`config.mk`:
```
export PLATFORM = sky130hd
export DESIGN_NAME = dcache_ctrl_param
export DESIGN_NICKNAME = d
export VERILOG_FILES = /design/src/rtl/dcache_ctrl_param.sv
export SDC_FILE = /design/constraint.sdc
export NUM_CORES = 1
export LEC_CHECK = 0
export CORE_ASPECT_RATIO = 2
export CORE_UTILIZATION = 59
export CTS_BUF_LIST = sky130_fd_sc_hd__clkbuf_4
export DETAILED_ROUTE_END_ITERATION = 10
export PLACE_DENSITY = 0.81
export REMOVE_ABC_BUFFERS = 1
export SETUP_SLACK_MARGIN = 0.05
export SYNTH_ARGS = -nofsm -noshare
export SYNTH_HDL_FRONTEND = slang
export SYNTH_SLANG_ARGS = --single-unit
```
`constraint.sdc`:
```
create_clock -name clk -period 3.2 [get_ports clk]
set_input_delay 0.64 -clock clk [delete_from_list [all_inputs] [get_ports clk]]
set_output_delay 0.64 -clock clk [all_outputs]
set_load 0.1 [all_outputs]
```
`src/rtl/dcache_ctrl_param.sv`:
```
// ============================================================================
// Module  : dcache_ctrl_param
// Brief   : Direct-mapped, write-back, write-allocate data cache controller
//           with a request/acknowledge block memory port. Optional hit/miss
//           statistics are enabled with the CACHE_STATS_EN macro.
// Revision: 1.0
// ============================================================================
`default_nettype none

module dcache_ctrl_param #(
    parameter int ADDR_W = 8,
    parameter int DATA_W = 8,
    parameter int OFF_W  = 1,
    parameter int IDX_W  = 3
) (
    input  logic                           clk,
    input  logic                           reset,
    input  logic                           cpu_read,
    input  logic                           cpu_write,
    input  logic [ADDR_W-1:0]              cpu_addr,
    input  logic [DATA_W-1:0]              cpu_wdata,
    output logic [DATA_W-1:0]              cpu_rdata,
    output logic                           cpu_busy,
    output logic                           mem_read,
    output logic                           mem_write,
    output logic [ADDR_W-OFF_W-1:0]        mem_addr,
    output logic [(DATA_W << OFF_W)-1:0]   mem_wdata,
    input  logic [(DATA_W << OFF_W)-1:0]   mem_rdata,
    input  logic                           mem_ack
`ifdef CACHE_STATS_EN
    ,
    output logic [15:0]                    hit_count,
    output logic [15:0]                    miss_count
`endif
);

    localparam int BLK_W = DATA_W << OFF_W;
    localparam int TAG_W = ADDR_W - IDX_W - OFF_W;
    localparam int LINES = 1 << IDX_W;

    typedef enum logic [1:0] {
        IDLE      = 2'd0,
        WRITEBACK = 2'd1,
        ALLOCATE  = 2'd2
    } state_t;

    state_t state, state_nx;

    logic [BLK_W-1:0] data_arr [LINES];
    logic [TAG_W-1:0] tag_arr  [LINES];
    logic [LINES-1:0] valid;
    logic [LINES-1:0] dirty;

    logic [TAG_W-1:0] cpu_tag;
    logic [IDX_W-1:0] idx;
    logic [OFF_W-1:0] off;
    logic [BLK_W-1:0] line;
    logic             hit;
    logic             req;
    logic             write_hit;
    logic             fill_done;

    assign cpu_tag   = cpu_addr[ADDR_W-1 -: TAG_W];
    assign idx       = cpu_addr[OFF_W +: IDX_W];
    assign off       = cpu_addr[OFF_W-1:0];
    assign line      = data_arr[idx];
    assign hit       = valid[idx] && (tag_arr[idx] == cpu_tag);
    assign req       = cpu_read ^ cpu_write;
    assign write_hit = (state == IDLE) && req && hit && cpu_write;
    assign fill_done = (state == ALLOCATE) && mem_ack;

    assign cpu_rdata = line[int'(off)*DATA_W +: DATA_W];
    assign mem_wdata = line;
    // Write-back targets the victim's block; every other state addresses the CPU's block.
    assign mem_addr  = (state == WRITEBACK) ? {tag_arr[idx], idx} : cpu_addr[ADDR_W-1:OFF_W];

    always_ff @(posedge clk or posedge reset) begin
        if (reset) begin
            state <= IDLE;
        end else begin
            state <= state_nx;
        end
    end

    always_comb begin
        state_nx = state;
        cpu_busy = 1'b0;
        case (state)
            IDLE: begin
                if (req && !hit) begin
                    cpu_busy = 1'b1;
                    state_nx = (valid[idx] && dirty[idx]) ? WRITEBACK : ALLOCATE;
                end
            end
            WRITEBACK: begin
                cpu_busy = 1'b1;
                if (mem_ack) begin
                    state_nx = ALLOCATE;
                end
            end
            ALLOCATE: begin
                cpu_busy = 1'b1;
                if (mem_ack) begin
                    state_nx = IDLE;
                end
            end
            default: begin
                state_nx = IDLE;
            end
        endcase
        if (reset) begin
            cpu_busy = 1'b0;
        end
    end

    // Memory requests are registered so they drop the cycle after mem_ack.
    always_ff @(posedge clk or posedge reset) begin
        if (reset) begin
            valid     <= '0;
            dirty     <= '0;
            mem_read  <= 1'b0;
            mem_write <= 1'b0;
        end else begin
            mem_read  <= (state_nx == ALLOCATE);
            mem_write <= (state_nx == WRITEBACK);
            if (write_hit) begin
                dirty[idx] <= 1'b1;
            end
            if ((state == WRITEBACK) && mem_ack) begin
                dirty[idx] <= 1'b0;
            end
            if (fill_done) begin
                valid[idx] <= 1'b1;
                dirty[idx] <= 1'b0;
            end
        end
    end

    always_ff @(posedge clk) begin
        if (write_hit) begin
            data_arr[idx][int'(off)*DATA_W +: DATA_W] <= cpu_wdata;
        end
        if (fill_done) begin
            data_arr[idx] <= mem_rdata;
            tag_arr[idx]  <= cpu_tag;
        end
    end

`ifdef CACHE_STATS_EN
    logic just_filled;

    // The hit that completes a miss right after the fill is not a new access.
    always_ff @(posedge clk or posedge reset) begin
        if (reset) begin
            just_filled <= 1'b0;
            hit_count   <= 16'd0;
            miss_count  <= 16'd0;
        end else begin
            just_filled <= fill_done;
            if ((state == IDLE) && req && hit && !just_filled && (hit_count != 16'hFFFF)) begin
                hit_count <= hit_count + 16'd1;
            end
            if ((state == IDLE) && req && !hit && (miss_count != 16'hFFFF)) begin
                miss_count <= miss_count + 16'd1;
            end
        end
    end
`endif

endmodule

`default_nettype wire

```
==> reports/metrics.cfg <==
[pwr]
intPower_w = 0.003779
powerDensity_nw_per_um2 = 561.5
total_power_w = 0.005774
seqPwrFrac_pct = 49.5
power_frac_clock_pct = 21.4
p_leak_nw = 3.842
p_sw_share_pct = 34.56
comb_power_share_pct = 29.1
p_sw_w = 0.001995
vdd_drop_max_uv = 475.9

[sta]
period_needed_ns = 3.277
fin_ws_ns = -0.07709
max_clock_freq_ghz = 0.3051
tns_ns = -0.1431
maxSlewViolCount = 0
hold_violations = 0
tightest_slew_ns = 0.7889
fin_crit_sh_pct = 102.4
setup_viol = 2
finClkSkew_ns = 0.01859
grt_setup_unrepaired = yes
relSlewSlack_pct = 47.35

[global_routing]
grt_max_degree = 21
grt_pass1_wl_um = 32700
gr-total-overflow = 0
grtUsageTotal_pct = 35.59
grt_pass1_vias = 5936
antenna_found_initial = 1

[logic_synthesis]
synth_area_sq_um = 7536
synth_edf_count = 160
synthCells = 526
synth.distinct_cells = 51
synth_top_family_by_area = simple AND/OR/NAND/NOR gates
synth_compound_area_share_pct = 10.66
synth_area_leaders = edfxtp_1 (64%), dfrtp_1 (6.6%), a22oi_1 (5.8%)
synth-seq-area-share_pct = 70.40
ys_ff_latch = 180
synth_top_cell_by_area = edfxtp_1
yosys.area_share.simple_pct = 10.73
avgSynthCellArea_sq_um = 14.33
muxShareOfSynthArea_pct = 4.632
synth_fa_ha_area_share_pct = 0.6641
synth_ff_type = edfxtp_1
synth_xor_area_share_pct = 0.2324
synth_warnings = 0
synth_top_area_share_pct = 63.76
synthArstFlopShare_pct = 11.11

[cts]
clkTransAtPathRegs_ns = 0.15
clock-sinks = 180
clockBufferDepth = 2
cts-root-buf = clkbuf_4
h-tree-depth = 4
ctsHoldBuffers = 0
clock_latency_ns = 0.57
cts_inserted_buffers = 17
cts_tree = built

[worst_setup_path]
reg2reg_to = data_arr[7][6]
cp.arrival_ns = 2.64
reg2reg_depth = 16
cp-start-kind = input port
end_kind = primary output
rrSetupSlack_ns = 0.10
cp.required_ns = 2.56
timing.rr.start = tag_arr[5][2]
crit_type = input port to primary output
cp_max_fo = 6

[layout]
drive_above_1_share_pct = 39.53
nets = 750
design_area_sq_um = 10280
syn_to_final_growth_pct = 36.46
fill_cells = 594

[worst_hold_path]
hold_class = flop to flop
hold_start = valid[2]
whs_endpoint = valid[2]
whs_path_depth = 1

[route]
ant_nets = 0
first_iter_violations = 600
vias = 5591
drc = 0
vias_per_cell = 6.412
dr.pass1.iters = 6
wire_per_inst_um = 25.96
totalWireLength_um = 22640

[floorplan]
dieArea_sq_um = 13260
die_w_um = 81.92
start_util_pct = 60.37
core_region_area_sq_um = 12480
ioPinCount = 71
rows = 58
dieHeight_um = 161.8

[placement]
dpl_cell_area_sq_um = 9463
gp_congestion = 0.8732
port_buffers = 70
hpwlAfterDp_um = 14510

[run_status]
status = finished with violations
violations = negative setup slack

[job]
cap_violations = 0

==> registers in the layout, summed over array words and instances (netlist names), named ones only <==
name / cells
data_arr: 128
tag_arr: 32
valid: 8
state: 2
mem_read: 1
mem_write: 1
==> worst max-delay path by stage <==
stage                             start            to
after floorplan             cpu_addr[3]  cpu_rdata[7]
after global placement      cpu_addr[1]      cpu_busy
after detailed placement    cpu_addr[1]      cpu_busy
after CTS                 tag_arr[0][1]      cpu_busy
after global routing        cpu_addr[1]  cpu_rdata[7]
final                       cpu_addr[1]  cpu_rdata[7]
==> layout make-up <==
class,instances,area (sq um),area share (%)
well taps,150,187.7,1.825
repair buffers,198,2173,21.13
inverters,8,30.03,0.2920
multi-input cells,304,2293,22.30
clock inverters,14,163.9,1.594
diodes,1,2.502,0.02433
flip-flops and latches,180,5305,51.59
clock buffers,17,127.6,1.241
==> critical path, cell delays in order <==
cell and delay (ns):
buf_12 0.12, buf_12 0.13, buf_8 0.13, nand2_4 0.06
buf_6 0.12, nor2_1 0.04, buf_4 0.18, buf_4 0.15
a22oi_1 0.13, nand4_1 0.23, nor2_2 0.24, a31oi_4 0.08
buf_4 0.21, buf_12 0.16
==> synthesized netlist by cell type (all sizes together), types with 2 or more instances <==
| cell type | instances |
|---|---|
| a21o | 2 |
| a21oi | 23 |
| a221oi | 2 |
| a22o | 3 |
| a22oi | 60 |
| a31oi | 5 |
| and2 | 5 |
| and3 | 2 |
| buf | 14 |
| clkbuf | 20 |
| dfrtp | 20 |
| edfxtp | 160 |
| ha | 4 |
| inv | 8 |
| mux2 | 17 |
| mux2i | 9 |
| mux4 | 3 |
| nand2 | 41 |
| nand2b | 2 |
| nand3 | 23 |
| nand4 | 14 |
| nor2 | 49 |
| nor2b | 6 |
| nor3 | 7 |
| nor3b | 2 |
| o21ai | 3 |
| or2 | 8 |
| or3 | 3 |
| xor2 | 2 |
==> power by group through the flow <==
stage,logic (W),clock network (W),registers (W)
final,0.00168,0.00123,0.00286
after global routing,0.00176,0.00134,0.00287
after CTS,0.00160,0.00125,0.00285
after detailed placement,0.00153,0,0.00291
after global placement,0.00148,0,0.00289
after floorplan,0.000813,0,0.00293
==> cells by family (layout without fill, tap and decap cells) <==
kind of cell	Yosys count	after routing
mux	29	29
xor+xnor	2	2
compound gates	105	105
fa+ha+maj	4	4
simple gates	164	164
other cells	0	1
buf+inv	42	237
flops	180	180
==> per-stage QoR <==
stage / hold WS, ns / setup WS (ns) / std cells / utilization (%)
detailed placement: 0.4517 / -0.6178 / 819 / 75.81
finish: 0.4842 / -0.07709 / 872 / 82.39
global placement: 0.4470 / -0.5841 / 819 / 75.81
global route: 0.5079 / -0.3096 / 872 / 82.39
CTS: 0.4859 / -0.09458 / 866 / 80.63
floorplan: 0.4334 / -1.623 / 492 / -
==> what timing repair did <==
item	CTS	global route
setup buffers	14	7
pin swaps	21	21
gates resized for setup	56	45
gates cloned	2	1
endpoints found under the setup margin	26	148
==> cells in the final DEF (no fill, tap or decap), drive strengths merged, types with 2 or more instances in the layout <==
cell type,n
dfrtp,20
a22o,3
clkinv,6
xor2,2
mux2,17
nand3,23
nand2,41
nor2,49
a21o,2
a21oi,23
nor2b,6
nand4,14
o21ai,3
a221oi,2
a22oi,60
clkdlybuf4s50,33
clkbuf,18
edfxtp,160
inv,15
mux2i,9
nor3,7
nand2b,2
a31oi,5
and3,2
mux4,3
or2,8
nor3b,2
buf,163
or3,3
ha,4
and2,5
==> layer usage <==
layer  vias to the layer above  GRT usage [%]  share of wire (%)
met5                         -              0                  0
met4                         0          24.72                6.7
met3                       125          11.24                8.5
met2                       395          58.79                 54
met1                      2685          37.10                 30
li1                       2386              -                  -
No activity file was read; power rests on OpenSTA's default activity.
==> variant, RTL diff (config.mk and constraints unchanged) <==
The 3 states of `state_t` get a one-hot encoding in 3 bits.
--- a/src/rtl/dcache_ctrl_param.sv
+++ b/src/rtl/dcache_ctrl_param.sv
@@ -38,10 +38,10 @@
     localparam int TAG_W = ADDR_W - IDX_W - OFF_W;
     localparam int LINES = 1 << IDX_W;
 
-    typedef enum logic [1:0] {
-        IDLE      = 2'd0,
-        WRITEBACK = 2'd1,
-        ALLOCATE  = 2'd2
+    typedef enum logic [2:0] {
+        IDLE      = 3'b001,
+        WRITEBACK = 3'b010,
+        ALLOCATE  = 3'b100
     } state_t;
 
     state_t state, state_nx;
Function: same outputs for any inputs over 4 cycles, from zero or initial values and one cycle with reset high; so few cycles prove little.
==> variant against the original RTL <==
Final cell count rose by 1.9%; routed wire length shrank 5.5%; combinational power is 25% lower; power shrank 8.5%; sequential cell count is 1 higher; worst hold slack lost 65 ps; design area fell by 2.0%; count of clock-buffer cells in the layout stayed put; worst setup slack better by 84 ps; synthesized area is 5.4% higher; clock power increased by 3%.
==> variant: results (changes against the original RTL) <==
Clock tree
  – Bufs on Longest Clock Path: 2 (unchanged)

Global routing
  – Overall Global Routing Usage: 0.3231 (-0.03283)
  – Largest net degree at the start of global routing: 42 (+100%)

Setup path
  – CP Data Arrival Time: 2550 ps (-90 ps)
  – Critical Path Fanout Max: 35 (+29)

Synthesis
  – Commonest cells post-synth: edfxtp_1 (160), nand2_1 (69), o21ai_0 (32), mux2i_1 (28), nor2_1 (27)
  – Sequential area share after synthesis: 0.6709 (-0.03305)
  – Post-synth cell types: 54 (+5.9%)
  – Synth async-reset ratio: 0.1160 (+0.004911)

Place
  – Placer Congestion: 0.9158 (+4.9%)
  – Detailed placer's ending HPWL: 15510 um (+6.9%)
  – DP Area: 9619 um^2 (+1.7%)
  – Port Buffers: 70 (unchanged)

Outcome
  – Outcome: completed

Route
  – Number of detailed-route iterations in the first pass: 7 (+1)
  – Iter 0 DRT Violations: 590 (-1.7%)
  – Met2 routed WL: 11550 um (-6.2%)
  – DRT met1 WL: 7010 um (+1.7%)
  – Drt wl/cell: 24.06 um (-7.3%)
  – Met3 wire len: 1187 um (-38%)

Final layout
  – Layout cell share with drive strength beyond 1: 0.2976 (-0.09773)
  – Regs by FF count: data_arr: 128 flops, tag_arr: 32 flops
  – # nets final: 760 (+1.3%)

Worst hold path
  – Hold Crit Class: input port to asynchronous set/reset pin

Power and ir drop
  – VDD IR max: 0.4534 mV (-4.7%)
  – Static Leak: 0.003801 uW (-1.1%)

Timing
  – Clock skew: 21.49 ps (+2.901 ps)
  – Worst-Margin Slew: 587.3 ps (-201.6 ps)
==> variant: cell types whose count changed after synthesis, sizes merged, moves of 8 or more <==
cell,delta
nand2b,+10
nand3b,+8
a22oi,-49
buf,+11
a221oi,+9
nand3,-9
nand2,+28
inv,+10
nand4b,+8
o21ai,+31
nor2,-22
o22ai,+8
mux2i,+19
==> variant: logic make-up after synthesis <==
group                  Yosys count  share of synthesized area
AND/OR/NAND/NOR                168                     0.1038
XOR/XNOR                         5                   0.005512
flip-flops                     181                     0.6709
buffers and inverters           60                    0.03606
multiplexers                    52                    0.08203
AO/OA/AOI/OAI                  115                     0.1017
==> variant: through the flow <==
| step | setup WS (ps) | total power [uW] | instances | utilization |
|---|---|---|---|---|
| final | 6.557 | 5286 | 889 | 0.7715 |
| after global routing | -113.4 | 5454 | 889 | 0.7715 |
| after CTS | -9.853 | 5268 | 888 | 0.7646 |
| after detailed placement | -241.3 | 4027 | 854 | 0.7362 |
| after global placement | -138.3 | 3995 | 854 | 0.7362 |
| after floorplan | -1541 | 3464 | 539 | - |
==> variant: repair_timing <==
action,4_1_cts,5_1_grt
gates resized for setup,19,19
hold buffers,0,0
pin swaps,1,3
buffers inserted,2,0
setup endpoints to repair,12,11
endpoints found under the hold margin,0,0
==> variant: final timing paths <==
kind	from	endpoint	slack, ps	cells after the start
min in group clk	valid[2]$_DFFE_PP0P_	valid[2]$_DFFE_PP0P_	490	1
min reg2reg	valid[2]$_DFFE_PP0P_	valid[2]$_DFFE_PP0P_	490	1
max reg2reg	tag_arr[3][0]$_DFFE_PP_	data_arr[1][0]$_DFFE_PP_	610	9
min	reset	mem_write$_DFF_PP0_	420	3
max	cpu_addr[1]	cpu_rdata[6]	7	8
max in group asynchronous	reset	state[0]$_DFF_PP1_	2510	3
==> variant: critical path, stage by stage <==
cell and delay [ps]:
buf_6 150, buf_6 320, nor3_1 110, buf_4 200
a222oi_1 360, o21ai_0 220, mux2_2 350, buf_12 180
==> variant: routing by layer <==
metal  GRT usage  up-vias
met5           0        -
met4      0.2309        0
met3     0.05219      106
met2      0.5748      285
met1      0.3409     2755
li1            -     2494
==> variant: where the power goes <==
part	internal (uW)	switching, uW
sequential	2710	54.6
clock	422	845
combinational	463	794
==> variant: cell type report <==
cell class              count  area (um^2)
diodes                      1        2.502
inverters                  18        67.56
repair buffers            165         1772
flip-flops and latches    181         5331
fillers                   771         2985
clock buffers              17        127.6
multi-input cells         340         2427
clock inverters            15        162.7
well taps                 152        190.2
